--- src/rtl/flp_burst_generator_if.sv ---
// Handshake bundle between the auto-negotiation control side and the
// link-pulse generator: control inputs in, registered pulse/burst status out.
interface flp_burst_generator_if;
    logic        enable;
    logic        flp_mode;
    logic [15:0] link_code_word;
    logic        pulse_out;
    logic        burst_active;
    logic        burst_done;

    modport master (
        output enable, flp_mode, link_code_word,
        input  pulse_out, burst_active, burst_done
    );

    modport slave (
        input  enable, flp_mode, link_code_word,
        output pulse_out, burst_active, burst_done
    );
endinterface

--- src/rtl/flp_burst_generator.sv ---
// Transmit link-pulse generator: one NLP per period, or a 33-position FLP burst
// carrying a 16-bit link code word (clock pulses on even slots, data on odd).
module flp_burst_generator #(
    parameter int PULSE_CYCLES        = 5,
    parameter int SLOT_CYCLES         = 3125,
    parameter int BURST_PERIOD_CYCLES = 800000
) (
    input  logic                  clk,
    input  logic                  rst_n,
    flp_burst_generator_if.slave  bus
);
    localparam int SW = (SLOT_CYCLES > 1) ? $clog2(SLOT_CYCLES) : 1;
    localparam int PW = (BURST_PERIOD_CYCLES > 1) ? $clog2(BURST_PERIOD_CYCLES) : 1;
    localparam logic [SW-1:0] PULSE_LAST  = SW'(PULSE_CYCLES - 1);
    localparam logic [SW-1:0] SLOT_LAST   = SW'(SLOT_CYCLES - 1);
    localparam logic [PW-1:0] PERIOD_LAST = PW'(BURST_PERIOD_CYCLES - 1);
    localparam logic [5:0]    FLP_LAST    = 6'd32;

    typedef enum logic [1:0] {ST_IDLE, ST_PULSE, ST_GAP, ST_WAIT} state_e;

    state_e        state_q,  state_d;
    logic [5:0]    pos_q,    pos_d;
    logic [SW-1:0] slot_q,   slot_d;
    logic [PW-1:0] period_q, period_d;
    logic          mode_q,   mode_d;
    logic [15:0]   word_q,   word_d;
    logic          pulse_q,  pulse_d;
    logic          active_q, active_d;
    logic          done_q,   done_d;
    logic          start_s;
    logic [5:0]    last_pos_s;

    // Even positions are clock pulses; odd position 2k+1 carries data bit k.
    function automatic logic slot_has_pulse(input logic [5:0] pos, input logic [15:0] word);
        logic res;
        if (pos[0] == 1'b0) begin
            res = 1'b1;
        end else begin
            res = word[pos[4:1]];
        end
        return res;
    endfunction

    assign last_pos_s = mode_q ? FLP_LAST : 6'd0;

    // Next-state computation for the burst sequencer and its registered outputs.
    always_comb begin
        state_d  = state_q;
        pos_d    = pos_q;
        slot_d   = slot_q;
        period_d = period_q;
        mode_d   = mode_q;
        word_d   = word_q;
        pulse_d  = pulse_q;
        active_d = active_q;
        done_d   = 1'b0;
        start_s  = 1'b0;

        case (state_q)
            ST_IDLE: begin
                period_d = '0;
                slot_d   = '0;
                if (bus.enable) begin
                    start_s = 1'b1;
                end else begin
                    start_s = 1'b0;
                end
            end
            ST_PULSE: begin
                period_d = period_q + PW'(1);
                if (slot_q == PULSE_LAST) begin
                    pulse_d = 1'b0;
                    if (pos_q == last_pos_s) begin
                        active_d = 1'b0;
                        done_d   = 1'b1;
                        slot_d   = '0;
                        state_d  = bus.enable ? ST_WAIT : ST_IDLE;
                    end else begin
                        slot_d  = slot_q + SW'(1);
                        state_d = ST_GAP;
                    end
                end else begin
                    slot_d = slot_q + SW'(1);
                end
            end
            ST_GAP: begin
                period_d = period_q + PW'(1);
                if (slot_q == SLOT_LAST) begin
                    slot_d  = '0;
                    pos_d   = pos_q + 6'd1;
                    pulse_d = slot_has_pulse(pos_q + 6'd1, word_q);
                    state_d = ST_PULSE;
                end else begin
                    slot_d = slot_q + SW'(1);
                end
            end
            ST_WAIT: begin
                period_d = period_q + PW'(1);
                if (!bus.enable) begin
                    state_d  = ST_IDLE;
                    period_d = '0;
                end else if (period_q == PERIOD_LAST) begin
                    start_s = 1'b1;
                end else begin
                    start_s = 1'b0;
                end
            end
            default: begin
                state_d  = ST_IDLE;
                pulse_d  = 1'b0;
                active_d = 1'b0;
                period_d = '0;
                slot_d   = '0;
            end
        endcase

        // Position 0 is always a clock pulse, so the first pulse starts with the burst.
        if (start_s) begin
            state_d  = ST_PULSE;
            pos_d    = 6'd0;
            slot_d   = '0;
            period_d = '0;
            mode_d   = bus.flp_mode;
            word_d   = bus.link_code_word;
            pulse_d  = 1'b1;
            active_d = 1'b1;
        end else begin
            mode_d = mode_q;
        end
    end

    // State and output registers.
    always_ff @(posedge clk or negedge rst_n) begin
        if (!rst_n) begin
            state_q  <= ST_IDLE;
            pos_q    <= 6'd0;
            slot_q   <= '0;
            period_q <= '0;
            mode_q   <= 1'b0;
            word_q   <= 16'h0000;
            pulse_q  <= 1'b0;
            active_q <= 1'b0;
            done_q   <= 1'b0;
        end else begin
            state_q  <= state_d;
            pos_q    <= pos_d;
            slot_q   <= slot_d;
            period_q <= period_d;
            mode_q   <= mode_d;
            word_q   <= word_d;
            pulse_q  <= pulse_d;
            active_q <= active_d;
            done_q   <= done_d;
        end
    end

    assign bus.pulse_out    = pulse_q;
    assign bus.burst_active = active_q;
    assign bus.burst_done   = done_q;
endmodule

--- src/flat_wrapper.sv ---
// flat-port wrapper written by rule: the top's interface ports become plain ports
module flp_burst_generator_flat 
#(
    parameter int PULSE_CYCLES        = 5,
    parameter int SLOT_CYCLES         = 3125,
    parameter int BURST_PERIOD_CYCLES = 800000
)
  (clk, rst_n, bus_enable, bus_flp_mode, bus_link_code_word, bus_pulse_out, bus_burst_active, bus_burst_done);
  flp_burst_generator_if bus_i ();
  input  logic clk;
  input  logic rst_n;
  input wire logic [$bits(bus_i.enable)-1:0] bus_enable;
  input wire logic [$bits(bus_i.flp_mode)-1:0] bus_flp_mode;
  input wire logic [$bits(bus_i.link_code_word)-1:0] bus_link_code_word;
  output wire logic [$bits(bus_i.pulse_out)-1:0] bus_pulse_out;
  output wire logic [$bits(bus_i.burst_active)-1:0] bus_burst_active;
  output wire logic [$bits(bus_i.burst_done)-1:0] bus_burst_done;
  assign bus_i.enable = bus_enable;
  assign bus_i.flp_mode = bus_flp_mode;
  assign bus_i.link_code_word = bus_link_code_word;
  assign bus_pulse_out = bus_i.pulse_out;
  assign bus_burst_active = bus_i.burst_active;
  assign bus_burst_done = bus_i.burst_done;
  flp_burst_generator #(.PULSE_CYCLES(PULSE_CYCLES), .SLOT_CYCLES(SLOT_CYCLES), .BURST_PERIOD_CYCLES(BURST_PERIOD_CYCLES)) u_core (.clk(clk), .rst_n(rst_n), .bus(bus_i));
endmodule
--- config.mk ---
export PLATFORM = sky130hd
export DESIGN_NAME = flp_burst_generator_flat
export DESIGN_NICKNAME = d
export VERILOG_FILES = /design/src/rtl/flp_burst_generator_if.sv /design/src/rtl/flp_burst_generator.sv /design/src/flat_wrapper.sv
export SDC_FILE = /design/constraint.sdc
export NUM_CORES = 1
export LEC_CHECK = 0
export ABC_CLOCK_PERIOD_IN_PS = 2500
export BUFFER_PORTS_ARGS = -buffer_cell sky130_fd_sc_hd__buf_2
export CORE_MARGIN = 2
export CORE_UTILIZATION = 60
export CTS_BUF_LIST = sky130_fd_sc_hd__clkbuf_8
export DETAILED_ROUTE_END_ITERATION = 7
export PLACE_DENSITY = 0.85
export SYNTH_ARGS = -nofsm -noshare
export SYNTH_HDL_FRONTEND = slang
export SYNTH_SLANG_ARGS = --single-unit
--- constraint.sdc ---
create_clock -name clk -period 2.5 [get_ports clk]
set_input_delay 0.75 -clock clk [delete_from_list [all_inputs] [get_ports clk]]
set_output_delay 0.75 -clock clk [all_outputs]
set_load 0.01 [all_outputs]
Word-level counts from Yosys, hierarchy flattened
Index checks and enable logic that the tools add are counted.

operators by class
  $add $sub $neg = 3
  $lt $le $gt $ge = 1
  eq/ne operators = 10
  multiplexer cells = 37
  reductions and logical operators = 14

operator list
  cell                                                                           count
  20-bit case mux with 3 select lines                                            1
  12-bit 2-to-1 mux                                                              4
  20-bit 2-to-1 mux                                                              2
  12-bit case mux with 3 select lines                                            1
  6-bit 2-to-1 mux                                                               4
  20-bit by 1-bit adder with 20-bit output (second input constant)               1
  20-bit == test (second input constant)                                         1
  1-bit 2-to-1 mux                                                               15
  12-bit by 1-bit adder with 12-bit output (second input constant)               1
  12-bit == test (second input constant)                                         1
  12-bit by 3-bit == test with 1-bit output (second input constant)              1
  2-bit 2-to-1 mux                                                               6
  2-bit nonzero test                                                             5
  4-bit nonzero test                                                             2
  6-bit by 1-bit adder with 6-bit output (second input constant)                 1
  6-bit == test                                                                  1
  3-bit by 1-bit != test with 1-bit output (second input constant)               2
  2-bit case mux with 3 select lines                                             1
  3-bit AND reduction                                                            2
  4-bit by 5-bit less-than comparator with 1-bit output (second input constant)  1
  1-bit binary-select mux with 4-bit select                                      1
  2-bit == test (second input constant)                                          2
  1-bit case mux with 2 select lines                                             2
  4-bit AND reduction                                                            1
  6 further kinds                                                                6

storage, ports and cells
  flip-flop bits (word level) = 60

Depth between registers and ports, before layout
Gate-level depths: netlist of run 1.

  depth after elaboration = 7
  depth in mapped cells = 10
  gate-level depth less buffers = 8

Worst setup path before layout of run 1
Ideal clock, no wire load.

  kind = input to register
  start = input port bus_enable
  end = register u_core.mode_q
  library setup time = 0.127 ns
  data arrival time = 1.971 ns
  data required time = 2.373 ns
  slack = 0.402 ns
  stages on the path = 6
  buffers on the path = 2
  path through = nand2_1 > o41ai_4 > and2_1 > buf_4 > buf_8 > mux2_1

on the way
  longest elaborated chain between the ends = 2
  elaborated cells between the ends (all ways) = 3

RTL lines
  what                                  line                                                  text
  start, declared                       flat_wrapper.sv:12                                    input wire logic [$bits(bus_i.enable)-1:0] bus_enable;
  1-bit 2-to-1 mux (on tied branches)   flp_burst_generator.sv:99, flp_burst_generator.sv:63
  1-bit case mux with 2 select lines *  flp_burst_generator.sv:59                             case (state_q)
  end signal, assigned                  flp_burst_generator.sv:149                            mode_q <= mode_d;
  end, declared                         flp_burst_generator.sv:25                             logic mode_q, mode_d;

Every way passes the cells marked *; elsewhere a longest branch is shown, timed or not.
A chain may end at the register's enable or synchronous reset.

Final worst setup path of run 1
  start = register u_core.slot_q[0]
  end = register u_core.slot_q[6]

on the way
  longest elaborated chain between the ends = 5
  elaborated cells between the ends (all ways) = 8

RTL lines
  what                                      line                                                                             text
  start, declared                           flp_burst_generator.sv:23                                                        logic [SW-1:0] slot_q, slot_d;
  start signal, assigned                    flp_burst_generator.sv:147                                                       slot_q <= slot_d;
  12-bit by 1-bit adder with 12-bit output  flp_burst_generator.sv:79, flp_burst_generator.sv:83, flp_burst_generator.sv:94
  12-bit 2-to-1 mux                         flp_burst_generator.sv:73                                                        if (pos_q == last_pos_s) begin
  12-bit 2-to-1 mux                         flp_burst_generator.sv:71                                                        if (slot_q == PULSE_LAST) begin
  12-bit case mux with 3 select lines *     flp_burst_generator.sv:59
  12-bit 2-to-1 mux *                       flp_burst_generator.sv:118                                                       if (start_s) begin

Marks and branches as above.

==> results.sh, run 1 <==
export IMPL_status="finished, final reports clean"
export IMPL_critPathTopFamily="compound AO/OA/AOI/OAI gates"
export IMPL_cp_num_buf_inv=1
export IMPL_worstSkewPairLatency_ns=0.34
export IMPL_path_class="flip-flop to flip-flop"
export IMPL_fin_setup_tns_ns=0
export IMPL_crit_cells=8
export IMPL_core_area_um2=5110
export IMPL_dp_cells=381
export IMPL_max_freq_ghz=0.437
export IMPL_grt_pass1_wl_mm=10.3
export IMPL_drc=0
export IMPL_avgSynthCellArea_um2=10.7
export IMPL_area_delta_synth_final_pct=10.3
export IMPL_drive_gt1_share_pct=16.9
export IMPL_maxCapViolations=0
export IMPL_startpoint_type="flip-flop"
export IMPL_synth_top_area_share_pct=47.2
export IMPL_numPortBuffers=22
export IMPL_clock_sinks=60
export IMPL_period_share_pct=91.4
export IMPL_drt_iter0_drc=149
export IMPL_grtUsageTotal_pct=22.3
export IMPL_vias=2257
export IMPL_powerDensity_nw_per_um2=504
export IMPL_worstRegToRegCells=8
export IMPL_arrival_ns=2.55
export IMPL_synth_fp_nets=326
export IMPL_cts_root_buf="clkbuf_8"
export IMPL_row_count=26
export IMPL_cts_tree="done"
export IMPL_routed_wl_mm=5.85
export IMPL_final_hold_violation_count=0
export IMPL_irDropWorstVdd_v=0.000548
export IMPL_synth_cell_types=47
export IMPL_synth_top_cell_by_area="dfrtp_1"
export IMPL_final_area_um2=3510
export IMPL_antenna_found_initial=0
export IMPL_yosysWarnings=0
export IMPL_ctsResizeCount=0
export IMPL_final_nets=351
export IMPL_ys_seq_area_share_pct=47.2
export IMPL_p_leak_nw=1.72
export IMPL_worstPathCellList="inv_1, ha_1, nand4bb_1, or3_4, o21ai_2, a21oi_2, or2b_1, a31oi_1"
export IMPL_r2r_start="u_core.slot_q[0]"
export IMPL_crit_fanout=21
export IMPL_die_y_um=76.8
export IMPL_finalNonFillerCells=396
export IMPL_syn_area_um2=3180
export IMPL_worstSetupEndpointType="flip-flop"
export IMPL_synth_top_cells_by_area="dfrtp_1, nor2_1, mux2_1"
export IMPL_placed_area_um2=3340
export IMPL_numCtsBuffers=9
export IMPL_die_w_um=76.8
export IMPL_min_path_type="input port to async pin"
export IMPL_hpwlAfterDp_mm=4.10
export IMPL_finalSetupViolCount=0
export IMPL_fin_skew_ns=0.00529
export IMPL_drv_slew=0
export IMPL_ys_ff_latch=60
export IMPL_die_area_um2=5900
export IMPL_cts_path_max_buffers=2
export IMPL_grt_pass1_vias=2349
export IMPL_path_clk_slew_ns=0.07
export IMPL_grt_max_degree=36
export IMPL_ios=23
export IMPL_grt_setup_unrepaired="no"
export IMPL_seqPwrFrac_pct=54.9
export IMPL_slowest_stage="a21oi_2"
export IMPL_viasPerCell=5.70
export IMPL_r2r_end="u_core.slot_q[6]"
export IMPL_p_clk_share_pct=43.0
export IMPL_syn_inst=297
export IMPL_holdBufCountCts=0
export IMPL_required_ns=2.76
export IMPL_globalplace_congestion=0.796
export IMPL_dr_pass1_iters=4
export IMPL_r2r_slack_ns=0.21
export IMPL_antennaDiodeCount=0
export IMPL_critPathMaxStageDelay_ns=0.61
export IMPL_cts_setup_buffers=0
export IMPL_period_needed_ns=2.29
export IMPL_grt_remaining_overflow=0
export IMPL_comb_power_share_pct=2.1
export IMPL_slew_headroom_pct=48.1
export IMPL_routedWlPerCell_um=14.8
export IMPL_switching_share_pct=21.8
export IMPL_tightest_slew_ns=0.778
export IMPL_internal_power_mw=1.38
export IMPL_postRouteAntennaNets=0
export IMPL_h_tree_depth=3
export IMPL_switchingPower_mw=0.386
export IMPL_initial_core_util_pct=62.3
==> cell usage after synthesis (all sizes together) <==
| master | count |
|---|---|
| o21ai | 8 |
| a22o | 3 |
| nor4 | 1 |
| xor2 | 16 |
| mux2 | 17 |
| inv | 14 |
| or3 | 4 |
| o311ai | 1 |
| nor3 | 5 |
| nor4bb | 1 |
| nand4 | 9 |
| dfrtp | 60 |
| o31ai | 2 |
| and2 | 1 |
| a21bo | 1 |
| ha | 9 |
| or2b | 3 |
| nand3 | 16 |
| a21oi | 8 |
| nand2b | 2 |
| a31oi | 7 |
| nor2 | 42 |
| a32oi | 1 |
| and3 | 7 |
| nand4bb | 1 |
| mux4 | 4 |
| a21o | 5 |
| o41ai | 1 |
| buf | 7 |
| o21bai | 1 |
| and4 | 3 |
| xnor2 | 12 |
| nand2 | 16 |
| or4 | 1 |
| mux2i | 4 |
| clkbuf | 4 |
==> cell families after synthesis <==
logic type / count (synthesis) / share of synthesized area [%]
DFF: 60 / 47.2
muxes: 25 / 10.1
and+or+nand+nor: 112 / 18.6
AOI/OAI and AO/OA: 38 / 8.57
xor gates and xnor gates: 28 / 7.71
adders and majority gates: 9 / 3.54
buffers and inverters: 25 / 4.33
==> cell usage in the layout (no fill, tap or decap), drive strengths merged <==
cell,n
inv,16
a32oi,1
mux4,4
nand2b,2
buf,25
nand2,16
nand3,16
nand4,9
nand4bb,1
a21bo,1
or3,4
xnor2,12
a31oi,7
o21bai,1
dfrtp,60
nor4,1
mux2,17
o41ai,1
and4,3
ha,9
or2b,3
nor2,42
or4,1
a21oi,8
a21o,5
o311ai,1
nor4bb,1
clkbuf,11
a22o,3
nor3,5
and3,7
xor2,16
o21ai,8
mux2i,4
o31ai,2
and2,1
clkinv,2
==> through the flow <==
step           util, %  setup slack [ns]  hold slack [ns]  power [mW]
3_3_place_gp      65.4             0.267            0.463        1.03
6_report          68.7             0.214            0.404        1.77
4_1_cts           68.7             0.212            0.420        1.79
5_1_grt           68.7            0.0240            0.458        1.82
3_5_place_dp      65.4             0.188            0.474        1.03
2_1_floorplan        -             0.402            0.452       0.990
==> state kept, by name, summed over array words and instances (netlist names) <==
name	count
u_core.period_q	20
u_core.bus.burst_done	1
u_core.state_q	2
u_core.pos_q	6
u_core.slot_q	12
u_core.bus.burst_active	1
u_core.word_q	16
u_core.mode_q	1
u_core.bus.pulse_out	1
==> power groups by stage <==
stage	combinational, mW	sequential, mW	clock [mW]
global placement	0.0378	0.989	0
CTS	0.0393	0.971	0.779
finish	0.0374	0.971	0.759
floorplan	0.000772	0.989	0
detailed placement	0.0390	0.989	0
global route	0.0436	0.970	0.803
==> how the worst max path moves through the flow <==
stage,from,end,slack (ns)
2_1_floorplan,bus_enable,u_core.mode_q,0.40
3_5_place_dp,bus_enable,u_core.word_q[5],0.19
3_3_place_gp,bus_enable,u_core.word_q[9],0.27
4_1_cts,u_core.slot_q[0],u_core.slot_q[5],0.21
6_report,u_core.slot_q[0],u_core.slot_q[6],0.21
5_1_grt,u_core.slot_q[0],u_core.slot_q[8],0.02
==> layout make-up <==
cell class | instances | area, µm²
clock buffer | 11 | 151
clock inverter | 4 | 17.5
fill | 371 | 1600
inverter | 14 | 52.6
multi-input combinational | 212 | 1540
sequential | 60 | 1500
tap | 70 | 87.6
timing repair buffer | 25 | 158
==> routing by layer <==
layer,track usage (%),share of wire [%]
met1,27.6,45
met2,36.2,49
met3,5.29,3.8
met4,11.8,2.1
met5,0,0
No activity file was read; power rests on OpenSTA's default activity.
==> inputs of run 2 (changes only) <==
Settings changed: CORE_UTILIZATION 60 to 37, PLACE_DENSITY 0.85 to unset, PLACE_DENSITY_LB_ADDON set to 0.05, REMOVE_ABC_BUFFERS set to 1.
==> run 2 against run 1 <==
Effect of this change:
- first-iteration DRC count is 61% lower
- combinational power is 2% higher
- sequential power hardly changed
- cell area is 2.5% higher
- global-route usage is 8.0 points lower
- total power is 5.7% higher
- non-clock buffer count is 3 higher
- critical path type unchanged
- critical endpoint unchanged
==> results.sh, run 2 (same netlist as run 1, synthesis figures left out) <==
export IMPL_arrival_ns=2.51
export IMPL_switchingPower_mw=0.407
export IMPL_worstSkewPairLatency_ns=0.33
export IMPL_finalSetupViolCount=0
export IMPL_die_area_um2=9360
export IMPL_drive_gt1_share_pct=18.2
export IMPL_cts_root_buf="clkbuf_8"
export IMPL_irDropWorstVdd_v=0.000246
export IMPL_crit_fanout=21
export IMPL_die_w_um=96.7
export IMPL_worstSetupEndpointType="flip-flop"
export IMPL_cts_setup_buffers=0
export IMPL_grt_pass1_vias=2272
export IMPL_r2r_slack_ns=0.24
export IMPL_layout_commonest_cell="dfrtp_1"
export IMPL_min_path_type="input port to async pin"
export IMPL_numPortBuffers=22
export IMPL_place_ws_ns=0.207
export IMPL_required_ns=2.75
export IMPL_postRouteAntennaNets=0
export IMPL_row_count=33
export IMPL_startpoint_type="flip-flop"
export IMPL_routedWlPerCell_um=14.1
export IMPL_vias=2195
export IMPL_fin_setup_tns_ns=0
export IMPL_drv_slew=0
export IMPL_grt_max_degree=61
export IMPL_grtUsageTotal_pct=14.3
export IMPL_slew_headroom_pct=47.1
export IMPL_internal_power_mw=1.46
export IMPL_worstRegToRegCells=8
export IMPL_r2r_end="u_core.slot_q[6]"
export IMPL_largest_reg_flops=20
export IMPL_top_register="u_core.period_q"
export IMPL_dr_pass1_iters=4
export IMPL_multiInputGateArea_um2=1540
export IMPL_viasPerCell=5.06
export IMPL_seqPwrFrac_pct=51.9
export IMPL_timing_hold_ws_ns=0.418
export IMPL_drt_iter0_drc=58
export IMPL_comb_power_share_pct=2.0
export IMPL_path_class="flip-flop to flip-flop"
export IMPL_status="finished, final reports clean"
export IMPL_path_clk_slew_ns=0.07
export IMPL_setup_ws_ns=0.238
export IMPL_grt_remaining_overflow=0
export IMPL_numCtsBuffers=9
export IMPL_tightest_slew_ns=0.793
export IMPL_p_leak_nw=1.74
export IMPL_ios=23
export IMPL_cts_path_max_buffers=2
export IMPL_h_tree_depth=3
export IMPL_seqCellArea_um2=1500
export IMPL_p_clk_share_pct=46.0
export IMPL_die_y_um=96.7
export IMPL_ctsResizeCount=0
export IMPL_initial_core_util_pct=38.5
export IMPL_max_freq_ghz=0.442
export IMPL_n_fill_cell=831
export IMPL_fin_skew_ns=0.0116
export IMPL_grt_setup_unrepaired="no"
export IMPL_powerDensity_nw_per_um2=519
export IMPL_clock_sinks=60
export IMPL_routed_wl_mm=6.14
export IMPL_mostFrequentLayoutCells="dfrtp_1, nor2_1, buf_2"
export IMPL_final_nets=354
export IMPL_period_share_pct=90.5
export IMPL_globalplace_congestion=0.761
export IMPL_drc=0
export IMPL_antenna_found_initial=0
export IMPL_area_delta_synth_final_pct=13.1
export IMPL_hpwlAfterDp_mm=4.16
export IMPL_antennaDiodeCount=0
export IMPL_final_hold_violation_count=0
export IMPL_reg_largest_list="u_core.period_q (20), u_core.word_q (16), u_core.slot_q (12)"
export IMPL_switching_share_pct=21.8
export IMPL_maxCapViolations=0
export IMPL_core_area_um2=8260
export IMPL_cts_tree="done"
export IMPL_period_needed_ns=2.26
export IMPL_r2r_start="u_core.slot_q[0]"
export IMPL_holdBufCountCts=0
export IMPL_grt_pass1_wl_mm=10.9
run 2: cell count changes in the layout (fill, tap and decap cells not counted):
cell	delta
clkinvlp_4	+1
buf_4	+3
clkinv_2	+1
inv_1	-2
clkbuf_8	-1
bufinv_16	+1
run 2: metrics by stage:
step	instance area, µm²	util, %	std cells	power (mW)
5_1_grt	3600	43.6	434	1.96
2_1_floorplan	3100	-	286	0.990
3_5_place_dp	3410	41.3	419	1.03
6_report	3600	43.6	434	1.87
4_1_cts	3600	43.6	434	1.90
3_3_place_gp	3410	41.3	419	1.03
run 2: layout make-up:
| class | instances | area share (%) |
|---|---|---|
| repair buffers | 28 | 5.01 |
| multi-input cells | 212 | 42.9 |
| clock inverters | 5 | 1.46 |
| flip-flops and latches | 60 | 41.7 |
| clock buffers | 10 | 3.82 |
| inverters | 14 | 1.46 |
| well taps | 105 | 3.65 |
run 2: how the worst max path moves through the flow:
stage                        endpoint  slack [ns]  cells past startpoint             start
CTS                  u_core.slot_q[6]        0.22                      8  u_core.slot_q[0]
global placement    u_core.word_q[11]        0.24                      6        bus_enable
finish               u_core.slot_q[6]        0.24                      8  u_core.slot_q[0]
global route         u_core.slot_q[4]        0.03                      8  u_core.slot_q[0]
floorplan           u_core.word_q[11]        0.07                      4        bus_enable
detailed placement   u_core.word_q[7]        0.21                      6        bus_enable
run 2: routing by layer:
metal | GRT usage (%) | vias to the layer above | routed length, µm
met5 | 0 | - | 0
met4 | 6.83 | 0 | 99
met3 | 3.11 | 9 | 229
met2 | 21.3 | 36 | 2700
met1 | 19.7 | 1057 | 3120
li1 | - | 1093 | -
run 2: critical path, cell delays in order, from the launching register on:
cell and delay (ns):
dfrtp_1 0.38, inv_1 0.09, ha_1 0.20, nand4bb_1 0.19
or3_4 0.18, o21ai_2 0.05, a21oi_2 0.62, or2b_1 0.29
a31oi_1 0.17
run 2: power by group through the flow:
stage | clock, mW | sequential (mW) | combinational, mW
after global placement | 0 | 0.989 | 0.0403
after detailed placement | 0 | 0.989 | 0.0403
final | 0.860 | 0.970 | 0.0380
after global routing | 0.942 | 0.970 | 0.0449
after floorplan | 0 | 0.989 | 0.000771
after CTS | 0.891 | 0.970 | 0.0403
